$ cat config.mk
export PLATFORM = sky130hd
export DESIGN_NAME = scn_spi_streamer
export DESIGN_NICKNAME = d
export VERILOG_FILES = /design/src/rtl/scn_spi_streamer.sv
export SDC_FILE = /design/constraint.sdc
export NUM_CORES = 1
export LEC_CHECK = 0
export ABC_AREA = 1
export CORE_ASPECT_RATIO = 0.5
export CORE_MARGIN = 2
export CORE_UTILIZATION = 49
export CTS_CLUSTER_DIAMETER = 40
export CTS_CLUSTER_SIZE = 16
export DETAILED_ROUTE_END_ITERATION = 8
export PLACE_DENSITY = 0.7
export SYNTH_ARGS = -nofsm -noshare
export SYNTH_HDL_FRONTEND = slang
export SYNTH_SLANG_ARGS = --single-unit
$ cat constraint.sdc
create_clock -name sck -period 6 [get_ports sck]
set_input_delay 0.6 -clock sck [delete_from_list [all_inputs] [get_ports sck]]
set_output_delay 0.6 -clock sck [all_outputs]
set_load 0.01 [all_outputs]
$ cat src/rtl/scn_spi_streamer.sv
// Streams the LCD config bytes and one 504-byte screen from the screen RAM onto the PCD8544 SPI pins, MSB first.
// Optional: define SCN_CFG_EVERY_FRAME_EN to resend the config bytes on every frame instead of only after reset.
module scn_spi_streamer #(
  parameter int ADDR_SIZE = 13,
  parameter int CFG_BYTES = 5,
  parameter int SCN_BYTES = 504,
  parameter int SCN_SEL_W = 4,
  parameter int CLK_DIV   = 4
) (
  input  logic                 sck,
  input  logic                 reset,
  input  logic                 start,
  input  logic [SCN_SEL_W-1:0] scn_sel,
  output logic                 busy,
  output logic                 done,
  output logic                 mem_read,
  output logic [ADDR_SIZE-1:0] mem_addr,
  input  logic [7:0]           mem_data,
  output logic                 lcd_sce,
  output logic                 lcd_dc,
  output logic                 lcd_sdin,
  output logic                 lcd_sclk
);

  localparam int IDX_MAX = (SCN_BYTES > CFG_BYTES) ? SCN_BYTES : CFG_BYTES;
  localparam int IDX_W   = (IDX_MAX > 1) ? $clog2(IDX_MAX) : 1;
  localparam int DIV_W   = (CLK_DIV > 1) ? $clog2(CLK_DIV) : 1;
  localparam logic [IDX_W-1:0] CFG_LAST = IDX_W'(CFG_BYTES - 1);
  localparam logic [IDX_W-1:0] SCN_LAST = IDX_W'(SCN_BYTES - 1);
  localparam logic [DIV_W-1:0] DIV_LAST = DIV_W'(CLK_DIV - 1);

  typedef enum logic [2:0] {
    ST_IDLE  = 3'd0,
    ST_FETCH = 3'd1,
    ST_LOAD  = 3'd2,
    ST_SHIFT = 3'd3,
    ST_FIN   = 3'd4
  } state_t;

  state_t                 state_r, state_s;
  logic                   phase_data_r, phase_data_s;
  logic [ADDR_SIZE-1:0]   base_r, base_s;
  logic [IDX_W-1:0]       idx_r, idx_s;
  logic [2:0]             bit_r, bit_s;
  logic [DIV_W-1:0]       div_r, div_s;
  logic [7:0]             shreg_r, shreg_s;
  logic                   busy_r, busy_s;
  logic                   done_r, done_s;
  logic                   mem_read_r, mem_read_s;
  logic [ADDR_SIZE-1:0]   mem_addr_r, mem_addr_s;
  logic                   sce_r, sce_s;
  logic                   dc_r, dc_s;
  logic                   sdin_r, sdin_s;
  logic                   sclk_r, sclk_s;
  logic                   start_phase_s;
`ifndef SCN_CFG_EVERY_FRAME_EN
  logic                   cfg_sent_r, cfg_sent_s;
`endif

  // Screen start address; 504 = 512 - 8 keeps the multiply to two shifts.
  function automatic logic [ADDR_SIZE-1:0] screen_base(input logic [SCN_SEL_W-1:0] sel);
    logic [ADDR_SIZE-1:0] sel_w;
    sel_w = ADDR_SIZE'(sel);
    if (SCN_BYTES == 504) begin
      screen_base = ADDR_SIZE'(CFG_BYTES) + (sel_w << 32'd9) - (sel_w << 32'd3);
    end else begin
      screen_base = ADDR_SIZE'(CFG_BYTES) + sel_w * ADDR_SIZE'(SCN_BYTES);
    end
  endfunction

  // Next-state and next-output logic for the fetch/shift sequencer.
  always_comb begin
    state_s      = state_r;
    phase_data_s = phase_data_r;
    base_s       = base_r;
    idx_s        = idx_r;
    bit_s        = bit_r;
    div_s        = div_r;
    shreg_s      = shreg_r;
    busy_s       = busy_r;
    done_s       = 1'b0;
    mem_read_s   = 1'b0;
    mem_addr_s   = mem_addr_r;
    sce_s        = sce_r;
    dc_s         = dc_r;
    sdin_s       = sdin_r;
    sclk_s       = sclk_r;
`ifdef SCN_CFG_EVERY_FRAME_EN
    start_phase_s = 1'b0;
`else
    cfg_sent_s    = cfg_sent_r;
    start_phase_s = cfg_sent_r;
`endif
    case (state_r)
      ST_IDLE: begin
        if (start) begin
          base_s       = screen_base(scn_sel);
          idx_s        = {IDX_W{1'b0}};
          phase_data_s = start_phase_s;
          busy_s       = 1'b1;
          state_s      = ST_FETCH;
        end else begin
          busy_s = 1'b0;
        end
      end
      ST_FETCH: begin
        state_s = ST_LOAD;
      end
      ST_LOAD: begin
        shreg_s = mem_data;
        sdin_s  = mem_data[7];
        dc_s    = phase_data_r;
        sce_s   = 1'b0;
        sclk_s  = 1'b0;
        bit_s   = 3'd0;
        div_s   = {DIV_W{1'b0}};
        state_s = ST_SHIFT;
      end
      ST_SHIFT: begin
        if (div_r == DIV_LAST) begin
          div_s = {DIV_W{1'b0}};
          if (!sclk_r) begin
            sclk_s = 1'b1;
          end else begin
            sclk_s = 1'b0;
            if (bit_r == 3'd7) begin
              // End of byte: choose the next byte or finish the frame.
              if (!phase_data_r) begin
                if (idx_r == CFG_LAST) begin
                  phase_data_s = 1'b1;
                  idx_s        = {IDX_W{1'b0}};
`ifndef SCN_CFG_EVERY_FRAME_EN
                  cfg_sent_s   = 1'b1;
`endif
                end else begin
                  idx_s = idx_r + IDX_W'(1);
                end
                state_s = ST_FETCH;
              end else begin
                if (idx_r == SCN_LAST) begin
                  done_s  = 1'b1;
                  sce_s   = 1'b1;
                  state_s = ST_FIN;
                end else begin
                  idx_s   = idx_r + IDX_W'(1);
                  state_s = ST_FETCH;
                end
              end
            end else begin
              bit_s   = bit_r + 3'd1;
              sdin_s  = shreg_r[6];
              shreg_s = {shreg_r[6:0], 1'b0};
            end
          end
        end else begin
          div_s = div_r + DIV_W'(1);
        end
      end
      ST_FIN: begin
        busy_s  = 1'b0;
        state_s = ST_IDLE;
      end
      default: begin
        busy_s  = 1'b0;
        sce_s   = 1'b1;
        sclk_s  = 1'b0;
        state_s = ST_IDLE;
      end
    endcase
    if (state_s == ST_FETCH) begin
      mem_read_s = 1'b1;
      mem_addr_s = phase_data_s ? (base_s + ADDR_SIZE'(idx_s)) : ADDR_SIZE'(idx_s);
    end else begin
      mem_read_s = 1'b0;
    end
  end

  // State and registered-output update; reset overrides everything, including an active transfer.
  always_ff @(posedge sck) begin
    if (reset) begin
      state_r      <= ST_IDLE;
      phase_data_r <= 1'b0;
      base_r       <= {ADDR_SIZE{1'b0}};
      idx_r        <= {IDX_W{1'b0}};
      bit_r        <= 3'd0;
      div_r        <= {DIV_W{1'b0}};
      shreg_r      <= 8'd0;
      busy_r       <= 1'b0;
      done_r       <= 1'b0;
      mem_read_r   <= 1'b0;
      mem_addr_r   <= {ADDR_SIZE{1'b0}};
      sce_r        <= 1'b1;
      dc_r         <= 1'b0;
      sdin_r       <= 1'b0;
      sclk_r       <= 1'b0;
`ifndef SCN_CFG_EVERY_FRAME_EN
      cfg_sent_r   <= 1'b0;
`endif
    end else begin
      state_r      <= state_s;
      phase_data_r <= phase_data_s;
      base_r       <= base_s;
      idx_r        <= idx_s;
      bit_r        <= bit_s;
      div_r        <= div_s;
      shreg_r      <= shreg_s;
      busy_r       <= busy_s;
      done_r       <= done_s;
      mem_read_r   <= mem_read_s;
      mem_addr_r   <= mem_addr_s;
      sce_r        <= sce_s;
      dc_r         <= dc_s;
      sdin_r       <= sdin_s;
      sclk_r       <= sclk_s;
`ifndef SCN_CFG_EVERY_FRAME_EN
      cfg_sent_r   <= cfg_sent_s;
`endif
    end
  end

  assign busy     = busy_r;
  assign done     = done_r;
  assign mem_read = mem_read_r;
  assign mem_addr = mem_addr_r;
  assign lcd_sce  = sce_r;
  assign lcd_dc   = dc_r;
  assign lcd_sdin = sdin_r;
  assign lcd_sclk = sclk_r;

endmodule

==> impl_metrics.yaml <==
outcome:
  status: "completed"
sta:
  setup_viol_count_final: 0
  max_freq_mhz: 272.0
  finalHoldViolCount: 0
  worstMarginPinSlew_ns: 0.7555
  period_needed_ns: 3.676
  fin_worst_skew_ns: 0.005185
  slew_violations: 0
  rsz0062_at_grt: "false"
  tns_ns: 0
  max_slew_margin: 0.4945
  finalCritPeriodShare: 0.6127
routing:
  ant_nets: 0
  vias_per_cell: 5.154
  routedWlPerCell_um: 12.85
  first_iter_violations: 153
  finalWirelength_mm: 8.018
  drc_errors: 0
  firstDrtPassIters: 4
  vias: 3216
worst_hold_path:
  hold_path_end: "base_r[0]"
  min-delay-start: "base_r[0]"
  hold_depth: 2
  hp-class: "register to register"
pwr:
  power_density_mw_per_mm2: 277.4
  ir_drop_v: 0.0001473
  leakage_nw: 1.863
global_routing:
  grt_pass1_wl_mm: 13.68
  antenna_found_initial: 0
  grt_max_degree: 43
  grt_util_all_layers: 0.2284
  grt-ovfl-total: 0
  first_global_vias: 2983
synth:
  syn_area_mm2: 0.003415
  ys_ff_latch: 59
  ys_warn_count: 0
  synth_cell_type_count: 44
  syn-num-nets: 526
  netlist_instances: 495
  seq_area_frac_synth: 0.3459
  postSynthAreaPerCell_um2: 6.898
setup_path:
  worst-endpoint-required_ns: 6.20
  crit_arrival_ns: 3.87
  cp-startpoint: "start"
  crit_path_end_kind: "register"
  critPathBufInv: 7
  crit_fanout: 20
  crit_family: "simple AND/OR/NAND/NOR gates"
  rr_endpoint: "mem_addr[12]"
  cp_slowest_cell: "clkdlybuf4s50_1"
  crit_top_cell: "nand2_1"
  ff2ff_setup_slack_ns: 2.52
  critical_path_class: "input port to register"
  max_stage_delay_ns: 0.47
  worstPathCellList: "clkdlybuf4s50_1 -> nand3_2 -> inv_4 -> nor2_8 -> inv_4 -> nand2_2 -> nand2_4 -> inv_6 -> o21ai_1 -> inv_1 -> ha_1 -> inv_1 -> fa_1 -> inv_1 -> nand3_1 -> nand2_1 -> nand2_1 -> nand2_1 -> nand2_1 -> nand2_1 -> nand3_1 -> nand2_1 -> nand3_1 -> a21oi_1"
  startpoint_type: "input port"
  worstReg2RegStart: "state_r[0]"
  r2r_cells: 24
clock_network:
  cts.sinks: 59
  hold_buffers: 0
  tritoncts: "done"
  cts_buffers: 9
  clk_pin_slew_ns: 0.05
  insertion_delay_ns: 0.33
  post_cts_resize_count: 0
  cts_root_buf: "clkbuf_16"
  clockBufferDepth: 2
  h-tree-depth: 3
  post_cts_buffers: 0
cells_and_area:
  syn2layout_area_growth_pct: 19.97
  diodes: 0
  stdcell_count: 624
  drive_gt1_frac: 0.09211
  nNetsFinal: 559
placed_design:
  hpwlAfterDp_mm: 5.753
  port_buffers: 34
  place_congestion: 0.9427
  placedCellCount: 609
die:
  die_area_mm2: 0.007693
  num_rows: 21
  die_x_um: 122.1
  ioPinCount: 35
  die_h_um: 63.03
  start_util: 0.5096
  core_area_mm2: 0.006700
flow_run:
  max_cap_violations: 0
[routing by layer]
layer	track usage	routed length [um]	vias up
li1	-	-	1669
met1	0.2969	4031	1474
met2	0.3575	3475	60
met3	0.07208	377	13
met4	0.08046	133	0
met5	0	0	-
[worst register-to-register path: stages (launching register included)]
cell	delay [ns]
dfxtp_1	0.45
nor2_2	0.09
nand3_2	0.35
inv_4	0.19
nor2_8	0.19
inv_4	0.05
nand2_2	0.08
nand2_4	0.10
inv_6	0.16
o21ai_1	0.10
inv_1	0.07
ha_1	0.20
inv_1	0.08
fa_1	0.40
inv_1	0.07
nand3_1	0.06
nand2_1	0.12
nand2_1	0.08
nand2_1	0.06
nand2_1	0.05
nand2_1	0.13
nand3_1	0.09
nand2_1	0.06
nand3_1	0.08
a21oi_1	0.12
[final cells by class]
cell class	instances	area (um2)
clock buffers	13	260.3
clock inverters	2	35.03
fillers	656	2604
inverters	70	280.3
multi-input cells	353	1877
flip-flops and latches	59	1181
well taps	92	115.1
repair buffers	35	347.8
[cell usage after synthesis (all sizes together)]
master	count	area share
o22ai	1	0.0018
and2	1	0.0018
dfxtp	59	0.35
o21bai	2	0.0044
a22oi	2	0.0044
nor3	7	0.013
a21oi	36	0.054
nand3	41	0.068
nand2	131	0.15
a21boi	1	0.0022
xor2	6	0.015
clkinv	1	0.0011
fa	1	0.0059
nor3b	1	0.0022
a31oi	8	0.015
buf	6	0.015
inv	69	0.081
a211oi	3	0.0066
ha	15	0.055
or2	2	0.0037
nor4	3	0.0055
o21a	1	0.0022
nor2	50	0.070
nand4	3	0.0055
clkbuf	7	0.0077
o21ai	38	0.059
[power by group]
part	switching [mW]	internal (mW)	total, mW
Combinational	0.122	0.0717	0.194
Clock	0.169	0.340	0.509
Sequential	0.0137	0.420	0.433
[metrics by stage]
step	hold slack, ns	instance area (um2)	util	setup WS [ns]	power, mW
CTS	0.4605	4096	0.6114	2.316	1.142
global placement	0.4477	3801	0.5673	2.133	0.6306
detailed placement	0.4534	3801	0.5673	1.972	0.6335
floorplan	0.4359	3415	-	3.052	0.5805
global route	0.4883	4096	0.6114	1.862	1.196
finish	0.4555	4096	0.6114	2.324	1.136
[layout by cell type, fill, tap and decap left out, types with 2 or more instances in the layout]
cell	instances
nand2_1	123
dfxtp_1	59
inv_1	58
nor2_1	43
nand3_1	37
a21oi_1	35
clkdlybuf4s50_1	34
o21ai_0	33
ha_1	15
clkbuf_16	9
a31oi_1	8
inv_2	6
xor2_1	6
nand2_2	5
nor3_1	5
nor2_4	4
o21ai_1	4
nand3_2	3
inv_4	3
nand2_4	3
nand4_1	3
a211oi_1	3
nor4_1	3
nor3_2	2
nor2_2	2
inv_6	2
o21bai_1	2
a22oi_1	2
clkbuf_8	2
clkbuf_1	2
[registers in the layout, summed over array words and instances, names as in the netlist, 2 cells and up]
signal	flops
shreg_r	7
idx_r	9
state_r	3
div_r	2
base_r	13
mem_addr	13
bit_r	3
[cells by family (layout without fill, tap and decap cells)]
family                     after synthesis  count (layout)  synth area share
AOI/OAI and AO/OA                       92              92            0.1491
xor gates and xnor gates                 6               6           0.01539
adders and majority gates               16              16           0.06083
buffers and inverters                   83             120            0.1044
DFF                                     59              59            0.3459
and+or+nand+nor                        239             239            0.3243
[how the worst max path moves through the flow]
stage	end	slack, ns	cells after the start
after floorplan	mem_addr[12]	3.05	26
after global placement	mem_addr[12]	2.13	24
after detailed placement	mem_addr[12]	1.97	24
after CTS	mem_addr[12]	2.32	24
after global routing	mem_addr[12]	1.86	24
final	mem_addr[12]	2.32	24
(Power assumes the default switching activity.)
